<file path="src/rtl/uart_tx_arbiter.sv">
// Round-robin, packet-locking arbiter that shares one simpleuart transmit port among NREQ byte requesters.
// Optional build macro UART_TX_ARB_PRIO0_EN: requester 0 wins any idle arbitration whenever it is valid.
module uart_tx_arbiter #(
  parameter int NREQ         = 4,
  parameter int LOCK_TIMEOUT = 1024,
  parameter int TOW          = 16
) (
  input  logic                clk,
  input  logic                reset,
  input  logic [NREQ-1:0]     req_valid,
  input  logic [8*NREQ-1:0]   req_data,
  input  logic [NREQ-1:0]     req_last,
  output logic [NREQ-1:0]     req_ready,
  output logic                uart_dat_we,
  output logic [31:0]         uart_dat_di,
  input  logic                uart_dat_wait,
  output logic [2:0]          grant_id,
  output logic                locked,
  output logic                busy
);

  typedef enum logic [1:0] {
    S_IDLE   = 2'd0,
    S_LOCK   = 2'd1,
    S_SEND_U = 2'd2,
    S_SEND_L = 2'd3
  } state_t;

  state_t          r_state;
  state_t          w_state_nxt;
  logic [7:0]      r_hold;
  logic [7:0]      w_hold_nxt;
  logic            r_last;
  logic            w_last_nxt;
  logic [2:0]      r_grant;
  logic [2:0]      w_grant_nxt;
  logic [2:0]      r_ptr;
  logic [2:0]      w_ptr_nxt;
  logic [TOW-1:0]  r_cnt;
  logic [TOW-1:0]  w_cnt_nxt;
  logic [TOW-1:0]  w_cnt_inc;
  logic            r_we;
  logic            r_locked;
  logic            r_busy;

  logic            w_any;
  logic            w_hit;
  logic [2:0]      w_winner;
  logic [2:0]      w_sel;
  logic            w_sel_valid;
  logic            w_sel_last;
  logic [7:0]      w_sel_data;
  logic [NREQ-1:0] w_ready;

  // Idle winner: first valid requester after the pointer, wrapping around.
  always_comb begin
    w_any    = 1'b0;
    w_hit    = 1'b0;
    w_winner = 3'd0;
    for (int k = 1; k <= NREQ; k++) begin
      for (int i = 0; i < NREQ; i++) begin
        w_hit    = !w_any && req_valid[i] && (i == ((int'(r_ptr) + k) % NREQ));
        w_winner = w_hit ? 3'(i) : w_winner;
        w_any    = w_any | w_hit;
      end
    end
`ifdef UART_TX_ARB_PRIO0_EN
    w_winner = req_valid[0] ? 3'd0 : w_winner;
    w_any    = w_any | req_valid[0];
`endif
  end

  // Select the candidate requester's valid/data/last (idle winner or lock owner).
  always_comb begin
    w_sel       = (r_state == S_IDLE) ? w_winner : r_grant;
    w_sel_valid = 1'b0;
    w_sel_last  = 1'b0;
    w_sel_data  = 8'h00;
    for (int i = 0; i < NREQ; i++) begin
      w_sel_valid = (3'(i) == w_sel) ? req_valid[i]        : w_sel_valid;
      w_sel_last  = (3'(i) == w_sel) ? req_last[i]         : w_sel_last;
      w_sel_data  = (3'(i) == w_sel) ? req_data[8*i +: 8]  : w_sel_data;
    end
  end

  assign w_cnt_inc = r_cnt + TOW'(1);

  // Next-state, hold capture, lock timeout and pointer update.
  always_comb begin
    w_state_nxt = r_state;
    w_hold_nxt  = r_hold;
    w_last_nxt  = r_last;
    w_grant_nxt = r_grant;
    w_ptr_nxt   = r_ptr;
    w_cnt_nxt   = r_cnt;
    w_ready     = '0;
    case (r_state)
      S_IDLE: begin
        if (w_any) begin
          for (int i = 0; i < NREQ; i++) begin
            w_ready[i] = (3'(i) == w_winner);
          end
          w_hold_nxt  = w_sel_data;
          w_last_nxt  = w_sel_last;
          w_grant_nxt = w_winner;
          w_state_nxt = w_sel_last ? S_SEND_U : S_SEND_L;
        end else begin
          w_state_nxt = S_IDLE;
        end
      end
      S_LOCK: begin
        for (int i = 0; i < NREQ; i++) begin
          w_ready[i] = (3'(i) == r_grant);
        end
        // An accept in the same cycle as the timeout wins over the release.
        if (w_sel_valid) begin
          w_hold_nxt  = w_sel_data;
          w_last_nxt  = w_sel_last;
          w_cnt_nxt   = TOW'(0);
          w_state_nxt = S_SEND_L;
        end else if ((LOCK_TIMEOUT != 0) && (w_cnt_inc >= TOW'(LOCK_TIMEOUT))) begin
          w_cnt_nxt   = TOW'(0);
          w_ptr_nxt   = r_grant;
          w_state_nxt = S_IDLE;
        end else if (LOCK_TIMEOUT != 0) begin
          w_cnt_nxt   = w_cnt_inc;
        end else begin
          w_cnt_nxt   = r_cnt;
        end
      end
      S_SEND_U, S_SEND_L: begin
        if (!uart_dat_wait) begin
          if (r_last) begin
            w_ptr_nxt   = r_grant;
            w_state_nxt = S_IDLE;
          end else begin
            w_state_nxt = S_LOCK;
          end
        end else begin
          w_state_nxt = r_state;
        end
      end
      default: begin
        w_state_nxt = S_IDLE;
      end
    endcase
  end

  // State and registered outputs; reset discards any held byte immediately.
  always_ff @(posedge clk or posedge reset) begin
    if (reset) begin
      r_state  <= S_IDLE;
      r_hold   <= 8'h00;
      r_last   <= 1'b0;
      r_grant  <= 3'd0;
      r_ptr    <= 3'(NREQ - 1);
      r_cnt    <= TOW'(0);
      r_we     <= 1'b0;
      r_locked <= 1'b0;
      r_busy   <= 1'b0;
    end else begin
      r_state  <= w_state_nxt;
      r_hold   <= w_hold_nxt;
      r_last   <= w_last_nxt;
      r_grant  <= w_grant_nxt;
      r_ptr    <= w_ptr_nxt;
      r_cnt    <= w_cnt_nxt;
      r_we     <= (w_state_nxt == S_SEND_U) || (w_state_nxt == S_SEND_L);
      r_locked <= (w_state_nxt == S_LOCK) || (w_state_nxt == S_SEND_L);
      r_busy   <= (w_state_nxt != S_IDLE);
    end
  end

  assign req_ready   = w_ready;
  assign uart_dat_we = r_we;
  assign uart_dat_di = {24'h000000, r_hold};
  assign grant_id    = r_grant;
  assign locked      = r_locked;
  assign busy        = r_busy;

endmodule

</file>
<file path="config.mk">
export PLATFORM = sky130hd
export DESIGN_NAME = uart_tx_arbiter
export DESIGN_NICKNAME = d
export VERILOG_FILES = /design/src/rtl/uart_tx_arbiter.sv
export SDC_FILE = /design/constraint.sdc
export NUM_CORES = 1
export LEC_CHECK = 0
export ABC_AREA = 1
export BUFFER_PORTS_ARGS = -buffer_cell sky130_fd_sc_hd__buf_2
export CAP_MARGIN = 20
export CORE_MARGIN = 8
export CORE_UTILIZATION = 51
export CTS_BUF_LIST = sky130_fd_sc_hd__clkbuf_16
export DETAILED_ROUTE_END_ITERATION = 8
export PLACE_DENSITY_LB_ADDON = 0.2
export REMOVE_ABC_BUFFERS = 1
export SYNTH_ARGS = -nofsm -noshare
export SYNTH_HDL_FRONTEND = slang
export SYNTH_SLANG_ARGS = --single-unit
</file>
<file path="constraint.sdc">
create_clock -name clk -period 3.35 [get_ports clk]
set_input_delay 0.67 -clock clk [delete_from_list [all_inputs] [get_ports clk]]
set_output_delay 0.67 -clock clk [all_outputs]
set_load 0.03 [all_outputs]
</file>
## Word-level counts from Yosys, hierarchy flattened

Cells that the tools add are included.
W data, S select, Z words.

| cells by class | value |
|---|---|
| add/sub/neg operators | 5 |
| $lt $le $gt $ge | 1 |
| equal/unequal tests | 33 |
| mux-type cells | 50 |
| bitwise logic cells | 19 |
| reductions and logical operators | 67 |

Operator list:

| kind | number |
|---|---|
| $logic_not A32 Y1 | 4 |
| $mux W8 | 6 |
| $mux W2 | 23 |
| $mux W16 | 2 |
| $logic_and A1 B1 Y1 | 31 |
| $eq A3 B3 Y1 const A | 8 |
| $eq A2 B3 Y1 const A | 6 |
| $add A16 B1 Y16 const B | 1 |
| $ge A16 B11 Y1 const B | 1 |
| $pmux W8 S2 | 1 |
| $logic_not A1 Y1 | 15 |
| $or A1 B1 Y1 | 15 |
| $mux W1 | 13 |
| $ne A2 B2 Y1 const B | 6 |
| $reduce_or A2 Y1 | 5 |
| $logic_not A3 Y1 | 3 |
| $eq A2 B2 Y1 const A | 4 |
| $eq A2 B2 Y1 const B | 4 |
| $pmux W4 S2 | 1 |
| $pmux W2 S3 | 1 |
| $reduce_bool A2 Y1 | 3 |
| $reduce_and A5 Y1 | 1 |
| $add A2 B1 Y2 const B | 2 |
| $add A2 B2 Y2 const B | 2 |
| other kinds (11) | 17 |

| storage, ports and cells | value |
|---|---|
| register bits | 34 |
| input port bits | 43 |
| word-level logic and storage cells | 184 |

## Logic depth before layout (Yosys ltp)

| logic depth | value |
|---|---|
| word-level depth | 76 |
| depth in mapped cells | 21 |
| gate-level depth less buffers | 21 |

## Least setup slack after synthesis

OpenSTA, ideal clock, no wires.

| timing path | value |
|---|---|
| path type | input to output |
| start point | input port req_valid[1] |
| end point | output port req_ready[3] |
| data arrival time | 2393 ps |
| path slack | 287 ps |
| stages on the path | 12 |
| cell sequence | clkbuf_1 nand2_2 nand2_2 nor2_4 nand4_2 nor2_2 nand4_2 nor3_4 nand4_2 nand2_1 nand2_1 o22ai_1 |

| between the ends | value |
|---|---|
| cells in the longest elaborated chain, start to end | 62 |
| elaborated cells between the ends (all ways) | 77 |

Ends and longest elaborated chain:

| what | RTL line | text |
|---|---|---|
| start, declared | 10 | `input logic [NREQ-1:0] req_valid,` |
| $logic_and A1 B1 Y1 (2 in a row) | 62 | `w_hit = !w_any && req_valid[i] && (i == ((int'(r_ptr) + k) % NREQ));` |
| $or A1 B1 Y1 | 64 | `w_any = w_any \| w_hit;` |
| $logic_not A1 Y1 | 62 |  |
| $logic_and A1 B1 Y1 (2 in a row) | 62 |  |
| $or A1 B1 Y1 | 64 |  |
| $logic_not A1 Y1 | 62 |  |
| $logic_and A1 B1 Y1 (2 in a row) | 62 |  |
| $or A1 B1 Y1 | 64 |  |
| [41 not listed] | - |  |
| $logic_and A1 B1 Y1 (2 in a row) | 62 |  |
| $or A1 B1 Y1 | 64 |  |
| $logic_not A1 Y1 | 62 |  |
| $logic_and A1 B1 Y1 (2 in a row) | 62 |  |
| $mux W2 | 63 | `w_winner = w_hit ? 3'(i) : w_winner;` |
| $eq A2 B2 Y1 | 101 | `w_ready[i] = (3'(i) == w_winner);` |
| $mux W4 * | 99 | `if (w_any) begin` |
| $pmux W4 S2 * | 97 | `case (r_state)` |
| end, declared | 13 | `output logic [NREQ-1:0] req_ready,` |

Every way passes the cells marked *; elsewhere a longest branch is shown, timed or not.

## Final worst setup path

| timing path | value |
|---|---|
| start point | register r_ptr[0] |
| end point | output port req_ready[2] |

| between the ends | value |
|---|---|
| cells in the longest elaborated chain, start to end | 68 |
| elaborated cells between the ends (all ways) | 107 |

Ends and longest elaborated chain:

| what | RTL line | text |
|---|---|---|
| start, declared | 37 | `logic [2:0] r_ptr;` |
| start signal, assigned | 156 | `r_ptr <= 3'(NREQ - 1);` |
| start signal, assigned | 166 | `r_ptr <= w_ptr_nxt;` |
| $add A2 B1 Y2 | 62 |  |
| $reduce_or A2 Y1 (no source line) | - |  |
| $and A1 B1 Y1 (no source line) | - |  |
| $logic_not A32 Y1 | 62 |  |
| $logic_and A1 B1 Y1 | 62 |  |
| $logic_not A1 Y1 | 62 |  |
| $logic_and A1 B1 Y1 (2 in a row) | 62 |  |
| $or A1 B1 Y1 | 64 |  |
| [49 not listed] | - |  |
| $logic_and A1 B1 Y1 (2 in a row) | 62 |  |
| $or A1 B1 Y1 | 64 |  |
| $logic_not A1 Y1 | 62 |  |
| $logic_and A1 B1 Y1 (2 in a row) | 62 |  |
| $mux W2 | 63 |  |
| $eq A2 B2 Y1 | 101 |  |
| $mux W4 * | 99 |  |
| $pmux W4 S2 * | 97 |  |

Marked as above.

==> results.py <==
metrics = {
    "worst_setup_path": {
        "crit_required_ns": 2.68,
        "r2r_start": "r_ptr[0]",
        "crit_top_cell": "nand2_2",
        "r2r_cells": 17,
        "slowest_stage": "dfstp_2",
        "reg2reg_slack_ns": 0.47,
        "crit_fanout": 7,
        "cpPeakStageDelay_ns": 0.60,
        "worstPathArrival_ns": 2.57,
        "r2r-end": "r_hold[1]",
        "worstPathCellList": "nor2_2 -> nand2_2 -> nand2_2 -> nor2_4 -> nand4_4 -> nor2_4 -> nand4_4 -> nor3_4 -> nand4_2 -> nand2_2 -> nand2_4 -> o32ai_4 -> buf_6",
        "path_buf_inv": 1,
        "cp-startpoint": "r_ptr[0]",
        "critical_path.startpoint_type": "flop",
        "path_delay_family": "simple AND/OR/NAND/NOR gates",
        "end_kind": "primary output",
        "worstSetupPathType": "reg -> out",
    },
    "detailed_routing": {
        "vias": 2298,
        "drc_errors": 0,
        "wirelength_um": 6030,
        "drt_iter0_markers": 113,
        "postRouteAntennaNets": 0,
        "first_pass_iters": 4,
        "wl_per_cell_um": 13.14,
        "vias_per_cell": 5.007,
    },
    "global_route": {
        "track_usage_pct": 16.81,
        "grt_overflow_total": 0,
        "first_global_vias": 2395,
        "grt_pass1_wl_um": 10210,
        "grt_max_degree": 34,
        "antenna_found_initial": 0,
    },
    "floorplan": {
        "initial_utilization_pct": 52.35,
        "die_y_um": 85.40,
        "dieArea_mm2": 0.007292,
        "pin_count": 85,
        "die-width_um": 85.40,
        "core_area_mm2": 0.004692,
        "rows": 25,
    },
    "clocking": {
        "cts_max_level": 2,
        "cts_root_buf": "clkbuf_16",
        "clkLatencyLatePin_ns": 0.27,
        "cts_tree": "done",
        "cts_buffer_depth": 2,
        "hold_buffers": 0,
        "clock_sinks": 33,
        "cts_made_buffers": 5,
        "path_clk_slew_ns": 0.05,
    },
    "finish": {
        "nets": 448,
        "drive_gt1_share_pct": 27.41,
        "area_growth_pct": 20.02,
        "final_cells": 459,
        "final_cell_area_mm2": 0.002948,
        "antenna_cells": 0,
        "final.fill_count": 412,
    },
    "synthesis": {
        "synth_cells": 338,
        "syn_area_per_cell_um2": 7.267,
        "ys_seq_area_share_pct": 33.72,
        "ys_seq_elements": 33,
        "ys_warn_count": 0,
        "netlist_area_mm2": 0.002456,
        "synthDistinctLibCells": 33,
    },
    "timing": {
        "hold_viol_final": 0,
        "slew_violations": 0,
        "setup_viol": 0,
        "maxSlewHeadroom_pct": 62.77,
        "skew_ns": 0.004589,
        "min_period_ns": 3.239,
        "tns_ns": 0,
        "worstMarginPinSlew_ns": 0.5565,
        "period_share_pct": 96.69,
        "rsz0062_at_grt": "true",
        "timing.fmax_mhz": 308.7,
    },
    "power": {
        "p_leak_nw": 1.519,
        "p_per_area_mw_per_mm2": 927.4,
        "peakVddDrop_mv": 0.4795,
    },
    "place": {
        "io_buffers": 59,
        "placed_area_mm2": 0.002709,
        "dp_hpwl_um": 4671,
        "gp_congestion": 0.8531,
        "dp_cells": 449,
    },
    "min_path": {
        "min_path_type": "in -> async",
    },
    "flow_run": {
        "cap_violations": 0,
    },
    "status": {
        "status": "finished clean",
    },
}
## metrics by stage
| step | util (%) | setup WS, ns | power [mW] | hold WS [ns] |
|---|---|---|---|---|
| 2_1_floorplan | - | 0.4026 | 1.803 | 0.4755 |
| 3_3_place_gp | 57.73 | 0.2443 | 2.177 | 0.4972 |
| 3_5_place_dp | 57.73 | 0.1731 | 2.200 | 0.5038 |
| 4_1_cts | 60.64 | 0.06776 | 2.623 | 0.4818 |
| 5_1_grt | 62.83 | -0.01169 | 2.969 | 0.5128 |
| 6_report | 62.83 | 0.1109 | 2.734 | 0.4687 |
## kinds of logic (layout without fill, tap and decap cells)
| kind of cell | Yosys count | after routing | share of synthesized area, % |
|---|---|---|---|
| fa+ha+maj | 1 | 1 | 0.5093 |
| simple gates | 198 | 198 | 40.70 |
| buf+inv | 71 | 114 | 15.59 |
| xor+xnor | 9 | 9 | 3.210 |
| compound gates | 25 | 25 | 6.113 |
| flops | 33 | 33 | 33.72 |
| other cells | 1 | 25 | 0.1527 |
## Yosys cell counts, drive strengths merged
cell type	count	area [um2]
dfstp	2	52.55
xnor2	2	17.52
conb	1	3.750
o31ai	1	7.510
o21ai	10	50.04
nor2	34	152.6
nor3	7	46.30
ha	1	12.51
nand3	35	220.2
buf	27	215.2
inv	42	160.2
dfrtp	31	775.7
o211ai	1	7.510
clkbuf	2	7.510
o22ai	9	56.30
o32ai	1	8.760
nand2	102	436.7
nand4	20	143.9
o211a	1	10.01
a21oi	2	10.01
xor2	7	61.31
## state kept, by name, summed over array words and instances (netlist names)
name / flops
r_cnt: 16
r_hold: 8
grant_id: 2
r_ptr: 2
r_state: 2
busy: 1
locked: 1
r_last: 1
## power by group
group | total, mW | switching (mW) | internal (mW) | leakage (nW)
sequential | 0.635 | 0.111 | 0.524 | 0.423
clock | 0.414 | 0.148 | 0.266 | 0.0776
combinational | 1.68 | 1.14 | 0.543 | 1.02
## how the worst max path moves through the flow
stage,end,slack [ns],cells past startpoint
finish,req_ready[2],0.11,13
detailed placement,req_ready[2],0.17,13
global route,req_ready[1],-0.01,13
CTS,req_ready[2],0.07,13
global placement,req_ready[2],0.24,13
floorplan,req_ready[3],0.40,11
## metal layers
layer	up-vias	global-route usage [%]	wire length [um]
li1	1179	-	-
met1	1036	19.72	2594
met2	74	28.98	2973
met3	9	3.861	372
met4	0	6.369	89
met5	-	0	0
## tightest hold or removal path, delay by kind of cell
kind | cells | cell delay [ns]
buf+inv | 3 | 0.49
## layout make-up
class / count / area [um2] / area share (%)
clock buffers: 5 / 125.1 / 4.244
clock inverters: 3 / 11.26 / 0.3820
inverters: 42 / 160.2 / 5.433
multi-input cells: 258 / 1409 / 47.79
flip-flops and latches: 33 / 828.3 / 28.10
well taps: 54 / 67.56 / 2.292
repair buffers: 64 / 346.6 / 11.76
## layout by cell type (no fill, tap or decap), types with 2 or more instances in the layout
cell type  count
nor3_1         6
dfrtp_1       31
buf_4          8
inv_2          2
a21oi_1        2
clkbuf_16      5
nor2_1        26
nand4_4        2
nor2_2         5
o22ai_1        7
conb_1        25
nor2_4         3
xnor2_1        2
nand3_2       10
o21ai_0        7
inv_1         42
nand4_1       17
o21ai_1        3
o22ai_2        2
xor2_1         7
nand3_1       25
buf_2         55
nand2_1       90
nand2_4        4
dfstp_2        2
nand2_2        7
## repair_timing
action	in CTS	in global routing
setup endpoints to repair	0	3
setup buffers	0	2
resized for setup	0	20
No activity file was read; power rests on OpenSTA's default activity.
